`src/rtl/control_sequencer.sv`:
```
// control_sequencer: registered, handshaked opcode decoder that replays vector opcodes as lane beats.
// Optional CTRL_PERF_CNT_EN adds saturating instruction/beat/illegal counters.
module control_sequencer #(
  parameter int VEC_LANES      = 8,
  parameter int LANES_PER_BEAT = 2,
  parameter int LIDX_W         = (VEC_LANES > 1) ? $clog2(VEC_LANES) : 1
) (
  input  logic              clk_i,
  input  logic              rst_n_i,
  input  logic              in_valid_i,
  output logic              in_ready_o,
  input  logic [4:0]        opcode_i,
  input  logic [2:0]        alu_fn_i,
  output logic              out_valid_o,
  input  logic              out_ready_i,
  output logic [17:0]       ctrl_o,
  output logic [LIDX_W-1:0] lane_base_o,
  output logic              beat_last_o,
  output logic              illegal_o
`ifdef CTRL_PERF_CNT_EN
  ,
  output logic [31:0]       instr_cnt_o,
  output logic [31:0]       beat_cnt_o,
  output logic [15:0]       illegal_cnt_o
`endif
);
  typedef enum logic {IDLE, VSEQ} state_t;
  localparam bit MULTI = VEC_LANES > LANES_PER_BEAT;
  localparam logic [LIDX_W-1:0] STEP = LIDX_W'(LANES_PER_BEAT);
  localparam logic [LIDX_W-1:0] LAST_BASE = LIDX_W'(VEC_LANES - LANES_PER_BEAT);
  state_t state_q, state_d;
  logic out_valid_q, out_valid_d, last_q, last_d, ill_q, ill_d;
  logic [17:0] ctrl_q, ctrl_d, dec_ctrl;
  logic [LIDX_W-1:0] lane_q, lane_d, lane_nx;
  logic dec_ill, dec_vec, accept, fire;
  always_comb begin
    dec_ctrl = '0;
    dec_ill = 1'b0;
    case (opcode_i)
      5'b00000: dec_ctrl = {6'b001010, alu_fn_i, 9'b000000000};
      5'b01000: dec_ctrl = 18'b001010000010000000;
      5'b01001: dec_ctrl = 18'b001010001010000000;
      5'b00010: dec_ctrl = 18'b001000000101000000;
      5'b00011: dec_ctrl = 18'b001000000101000100;
      5'b00100: dec_ctrl = 18'b000100000100001000;
      5'b00101: dec_ctrl = 18'b000100000100001010;
      5'b10000: dec_ctrl = 18'b010000000000000000;
      5'b00110: dec_ctrl = 18'b100000000000000000;
      5'b10001: dec_ctrl = 18'b000000000000000000;
      5'b01010: dec_ctrl = 18'b000000001000010000;
      5'b01011: dec_ctrl = 18'b000000001000100000;
      5'b11000: dec_ctrl = {6'b000000, alu_fn_i, 9'b000000011};
      5'b11110: dec_ctrl = 18'b000001101000000011;
      5'b11010, 5'b11011: dec_ctrl = 18'b000000000000000011;
      5'b11100, 5'b11101: dec_ctrl = 18'b000100000000000000;
      default: dec_ill = 1'b1;
    endcase
  end
  // undecoded opcodes in the vector space still issue as a single scalar NOP beat
  assign dec_vec = (&opcode_i[4:3]) && !dec_ill;
  assign in_ready_o = (state_q == IDLE) && (!out_valid_q || out_ready_i);
  assign accept = in_valid_i && in_ready_o;
  assign fire = out_valid_q && out_ready_i;
  assign lane_nx = lane_q + STEP;
  always_comb begin
    state_d = state_q;
    out_valid_d = out_valid_q;
    ctrl_d = ctrl_q;
    lane_d = lane_q;
    last_d = last_q;
    ill_d = ill_q;
    if (state_q == IDLE) begin
      if (accept) begin
        ctrl_d = dec_ctrl;
        ill_d = dec_ill;
        lane_d = '0;
        out_valid_d = 1'b1;
        last_d = !(dec_vec && MULTI);
        state_d = (dec_vec && MULTI) ? VSEQ : IDLE;
      end else if (fire) begin
        out_valid_d = 1'b0;
      end
    end else if (fire) begin
      out_valid_d = !last_q;
      lane_d = last_q ? '0 : lane_nx;
      last_d = !last_q && (lane_nx == LAST_BASE);
      state_d = last_q ? IDLE : VSEQ;
    end
  end
  always_ff @(posedge clk_i or negedge rst_n_i) begin
    if (!rst_n_i) begin
      state_q <= IDLE;
      out_valid_q <= 1'b0;
      ctrl_q <= '0;
      lane_q <= '0;
      last_q <= 1'b0;
      ill_q <= 1'b0;
    end else begin
      state_q <= state_d;
      out_valid_q <= out_valid_d;
      ctrl_q <= ctrl_d;
      lane_q <= lane_d;
      last_q <= last_d;
      ill_q <= ill_d;
    end
  end
  assign out_valid_o = out_valid_q;
  assign ctrl_o = ctrl_q;
  assign lane_base_o = lane_q;
  assign beat_last_o = last_q;
  assign illegal_o = ill_q;
`ifdef CTRL_PERF_CNT_EN
  logic [31:0] instr_cnt_q, beat_cnt_q;
  logic [15:0] illegal_cnt_q;
  always_ff @(posedge clk_i or negedge rst_n_i) begin
    if (!rst_n_i) begin
      instr_cnt_q <= '0;
      beat_cnt_q <= '0;
      illegal_cnt_q <= '0;
    end else begin
      instr_cnt_q <= instr_cnt_q + 32'(accept && !(&instr_cnt_q));
      beat_cnt_q <= beat_cnt_q + 32'(fire && !(&beat_cnt_q));
      illegal_cnt_q <= illegal_cnt_q + 16'(accept && dec_ill && !(&illegal_cnt_q));
    end
  end
  assign instr_cnt_o = instr_cnt_q;
  assign beat_cnt_o = beat_cnt_q;
  assign illegal_cnt_o = illegal_cnt_q;
`endif
endmodule

```
`config.mk`:
```
export PLATFORM = sky130hd
export DESIGN_NAME = control_sequencer
export DESIGN_NICKNAME = d
export VERILOG_FILES = /design/src/rtl/control_sequencer.sv
export SDC_FILE = /design/constraint.sdc
export NUM_CORES = 1
export LEC_CHECK = 0
export CAP_MARGIN = 10
export CORE_MARGIN = 4
export CORE_UTILIZATION = 30
export DETAILED_ROUTE_END_ITERATION = 6
export GPL_TIMING_DRIVEN = 0
export MAX_ROUTING_LAYER = met4
export PLACE_DENSITY = 0.55
export SETUP_SLACK_MARGIN = 0.15
export SLEW_MARGIN = 40
export SYNTH_ARGS = -nofsm -noshare
export SYNTH_HDL_FRONTEND = slang
export SYNTH_SLANG_ARGS = --single-unit
```
`constraint.sdc`:
```
create_clock -name clk_i -period 2.02 [get_ports clk_i]
set_clock_uncertainty 0.05 [all_clocks]
set_input_delay 0.404 -clock clk_i [delete_from_list [all_inputs] [get_ports clk_i]]
set_output_delay 0.404 -clock clk_i [all_outputs]
set_load 0.005 [all_outputs]
```
# Word-level counts from Yosys, hierarchy flattened
# Cells that the tools add are included.
# word_totals
regBits	25
output_inout_bits	25
wordCells	64
# op_classes
n_addsub	1
eq_ne	19
mux	18
bitwise	1
reduce_logical	19
# ops
cell	n
18-bit case mux with 15 select lines	1
5-bit equality test, second input constant	8
5-bit by 4-bit equality test with 1-bit output, second input constant	4
18-bit OR reduction	1
5-bit by 3-bit equality test with 1-bit output, second input constant	3
1-bit 2-to-1 mux	13
3-bit 2-to-1 mux	4
5-bit by 2-bit equality test with 1-bit output, second input constant	2
2-bit AND reduction	4
1-bit logical AND	5
5-bit logical NOT	1
2-bit nonzero test	2
2-bit OR reduction	2
3-bit by 2-bit adder with 3-bit output, second input constant	1
3-bit equality test, second input constant	1
1-bit logical NOT	3
2-bit by 1-bit inequality test with 1-bit output, second input constant	1
1-bit logical OR	1
1-bit NOT	1

# Depth between registers and ports, before layout
# depth
depth_word	6
depth_mapped	6
ltp_nobuf	5

# Least setup slack after synthesis
# Ideal clock, no wire load.
# synth_path
path_type	register to register
from	register out_valid_q, in the netlist out_valid_o
to	register ctrl_q[7], in the netlist ctrl_o[7]
arrival_time_ps	1270
required_time_ps	1866
slack_ps	596
path_stages_with_launch	6
synth_period_minus_slack_ps	1424
path_cell_list	dfrtp_1 nor2b_4 or2_1 buf_6 buf_8 o41ai_2
# synth_via
elab_chain_cells	5
# synth_rtl
item	line	source
from (decl)	32	logic out_valid_q, out_valid_d, last_q, last_d, ill_q, ill_d;
from (signal assigned)	100	out_valid_q <= out_valid_d;
1-bit logical NOT	61	assign in_ready_o = (state_q == IDLE) && (!out_valid_q || out_ready_i);
1-bit logical OR	61	
1-bit logical AND	61	
1-bit logical AND	62	assign accept = in_valid_i && in_ready_o;
2-bit AND reduction (no source line)	n/a	
to (signal assigned)	101	ctrl_q <= ctrl_d;
to (decl)	33	logic [17:0] ctrl_q, ctrl_d, dec_ctrl;
# No other way between the ends.
# A chain may end at the register's enable or synchronous reset.

# Worst setup path after layout
# layout_path
from	input port opcode_i[4]
to	register last_q, in the netlist beat_last_o
# layout_via
elab_chain_cells	6
# layout_rtl
item	line	source
from (decl)	12	input logic [4:0] opcode_i,
5-bit equality test (tied with other cells)	39	case (opcode_i)
18-bit OR reduction (no source line)	n/a	
1-bit logical AND *	60	assign dec_vec = (&opcode_i[4:3]) && !dec_ill;
1-bit logical NOT *	78	last_d = !(dec_vec && MULTI);
1-bit 2-to-1 mux *	73	if (accept) begin
1-bit 2-to-1 mux *	72	if (state_q == IDLE) begin
to (signal assigned)	103	last_q <= last_d;
to (decl)	32	
# Every way passes the cells marked *; elsewhere a longest branch is shown, timed or not. The select of a mux whose other input is x is not followed.

==> flow_summary_export.csv <==
group,metric,value,unit
run_status,status,"finished, final reports clean",
critical_path,cp_top_family,"buffers and inverters",
yosys,ys_seq_area_frac,0.462,
power,worst_ir_drop_vdd,0.537,mV
global_route,grt_pass1_vias,1135,
drt,vias,1096,
power,cellPowerDensity,847,mW/mm^2
critical_path,crit_slowest_cell,"clkdlybuf4s50_1",
hold_path,min_path_type,"in2async",
global_route,grtUsageTotal,0.129,
sta,max_freq,0.550,GHz
sta,finalMaxSlewViolations,0,
yosys,synthArstFlopShare,1.00,
yosys,yosys_warnings,0,
sta,fin_crit,1820,ps
power,power.leakage,0.767,nW
global_route,grt_pass1_wl,5.31,mm
cts,numCtsBuffers,3,
cells_and_area,fin_nets,186,
run,cap_violations,0,
cts,cts.sinks,24,
sta,tightestPinTransition,540,ps
drt,ant_nets,0,
yosys,synth-edff-count,0,
yosys,syn_area,0.00130,mm^2
drt,drt-total-wl,3.17,mm
global_route,grt_max_degree,25,
floorplan,core.rowCount,23,
critical_path,arrival,1930,ps
global_route,grt_antenna_before_repair,0,
placed_design,place_congestion,0.940,
cts,h-tree-depth,1,
cells_and_area,fill_cells,410,
drt,drt-vias-per-instance,4.94,
yosys,synth.top_cells.by_area,"dfrtp_1 (46%), nand2_1 (6.9%), a22o_1 (4.7%)",
yosys,synth_top_area_frac,0.462,
yosys,ys_top_cells_by_count,"dfrtp_1 (24), nand2_1 (24), o21ai_0 (9), nor2_1 (8), a22o_1 (7)",
critical_path,worstSetupEndpointType,"flop",
critical_path,path_class,"in2reg",
drt,drt-wirelength-per-cell,14.3,um
sta,finalHoldViolCount,0,
cells_and_area,syn2layout_area_growth,36.3,%
placed_design,port_buffers,35,
global_route,grt_overflow,0,
drt,dr.pass1.iters,4,
yosys,ys_types,43,
cts,clock_latency,260,ps
critical_path,path_cells,"clkdlybuf4s50_1 -> buf_2 -> nand2_1 -> a21oi_2 -> o221ai_1 -> o21a_1",
floorplan,die_h,73.8,um
cts,cts_root_buffer,"clkbuf_8",
power,report.power.total,1.50,mW
sta,max_slew_margin,0.640,
yosys,ys_dominant_reg_cell,"dfrtp_1",
critical_path,cp_num_buf_inv,2,
placed_design,dp_cells,217,
floorplan,ios,37,
floorplan,die_area,0.00545,mm^2
critical_path,rrSetupSlack,460,ps
yosys,synth_cells,132,
drt,drtIter0Drc,50,
critical_path,worstPathRequired,2130,ps
cells_and_area,final_layout_size_suffix_gt1_frac,0.145,
yosys,avgSynthCellArea,9.85,um^2
critical_path,cp_slowest_stage_delay,600,ps
cells_and_area,diodes,0,
cts,path_clk_slew,80,ps
sta,setup_viol,0,
floorplan,initial_core_util,0.318,
yosys,ys_ff_latch,24,
floorplan,chipWidth,73.8,um
cts,clock_path_buffers,2,
yosys,synth_nets,145,
placed_design,dpl.hpwl,2.44,mm
critical_path,startpoint_type,"input port",
critical_path,path_max_fanout,10,
cts,cts_tree,"yes",
sta,finalCritPeriodShare,0.900,
yosys,synth_top_area_cell,"dfrtp_1",
floorplan,fp.coreArea,0.00409,mm^2
sta,grt_setup_unrepaired,"false",
cells_and_area,final_cells,222,
drt,remaining_drc_errors,0,
-- placed cells by master (no fill, tap or decap), drive strengths merged, types with 2 or more instances in the layout --
cell	count
clkdlybuf4s50	32
nand2	24
dfrtp	24
buf	12
o21ai	10
nor2	8
a22o	7
inv	5
nand2b	5
o31ai	4
clkbuf	4
nand3	3
nor3	3
a21oi	3
o41ai	2
dlygate4sd2	2
nor2b	2
or2	2
-- where the power goes --
| group | total [mW] | switching (mW) | internal [mW] |
|---|---|---|---|
| clock | 0.326 | 0.152 | 0.174 |
| combinational | 0.548 | 0.239 | 0.309 |
| sequential | 0.627 | 0.0589 | 0.568 |
-- state kept, by name (all words and copies together) (netlist names) --
name	count
state_q	1
out_valid_o	1
ctrl_o	18
beat_last_o	1
lane_base_o	2
illegal_o	1
-- stage by stage --
step           setup TNS [ps]  utilization  instance area [um^2]  setup slack (ps)  hold slack (ps)
3_5_place_dp             -181        0.418                  1710              -107              372
6_report                    0        0.434                  1770               201             63.9
5_1_grt                     0        0.434                  1770               162              109
2_1_floorplan               0            -                  1300               596             58.4
3_3_place_gp             -109        0.419                  1710             -73.7              414
4_1_cts                     0        0.433                  1770               182             80.4
-- logic make-up (layout without fill, tap and decap cells) --
logic type	after synthesis	after routing	share of synthesized area
AND/OR/NAND/NOR	51	51	0.211
multiplexers	1	1	0.00866
flip-flops	24	24	0.462
XOR/XNOR	1	1	0.00674
buffers and inverters	15	55	0.0741
adder cells (fa/ha/maj)	2	2	0.0173
AO/OA/AOI/OAI	37	37	0.218
other	1	1	0.00288
-- area by class of cell --
class | instances | area [um^2] | share of cell area
multi-input combinational | 93 | 607 | 0.343
timing repair buffer | 36 | 350 | 0.198
inverter | 5 | 18.8 | 0.0106
buffer | 10 | 77.6 | 0.0438
tap | 50 | 62.6 | 0.0353
sequential | 24 | 601 | 0.339
clock buffer | 4 | 55.1 | 0.0311
-- routing by layer --
metal  global-route usage  wire, um  up-vias
met5                    -         0        -
met4               0.0483        39        0
met3               0.0260       190        4
met2                0.208      1500       29
met1                0.158      1440      516
li1                     -         -      547
-- timing repair --
action | CTS | global route
resized for setup | 2 | 1
setup buffers | 1 | 0
setup endpoints to repair | 1 | 1
hold buffers | 0 | 0
-- worst paths after layout --
| check | startpoint | endpoint | cells past startpoint |
|---|---|---|---|
| max | opcode_i[4] | beat_last_o | 6 |
| min | rst_n_i | ctrl_o[17] | 1 |
| max reg2reg | state_q | ctrl_o[5] | 5 |
| min reg2reg | ctrl_o[15] | ctrl_o[15] | 2 |
| max in group asynchronous | rst_n_i | ctrl_o[3] | 1 |
| min in group clk_i | ctrl_o[15] | ctrl_o[15] | 2 |
Note: power is estimated with default switching activity, not from simulation.
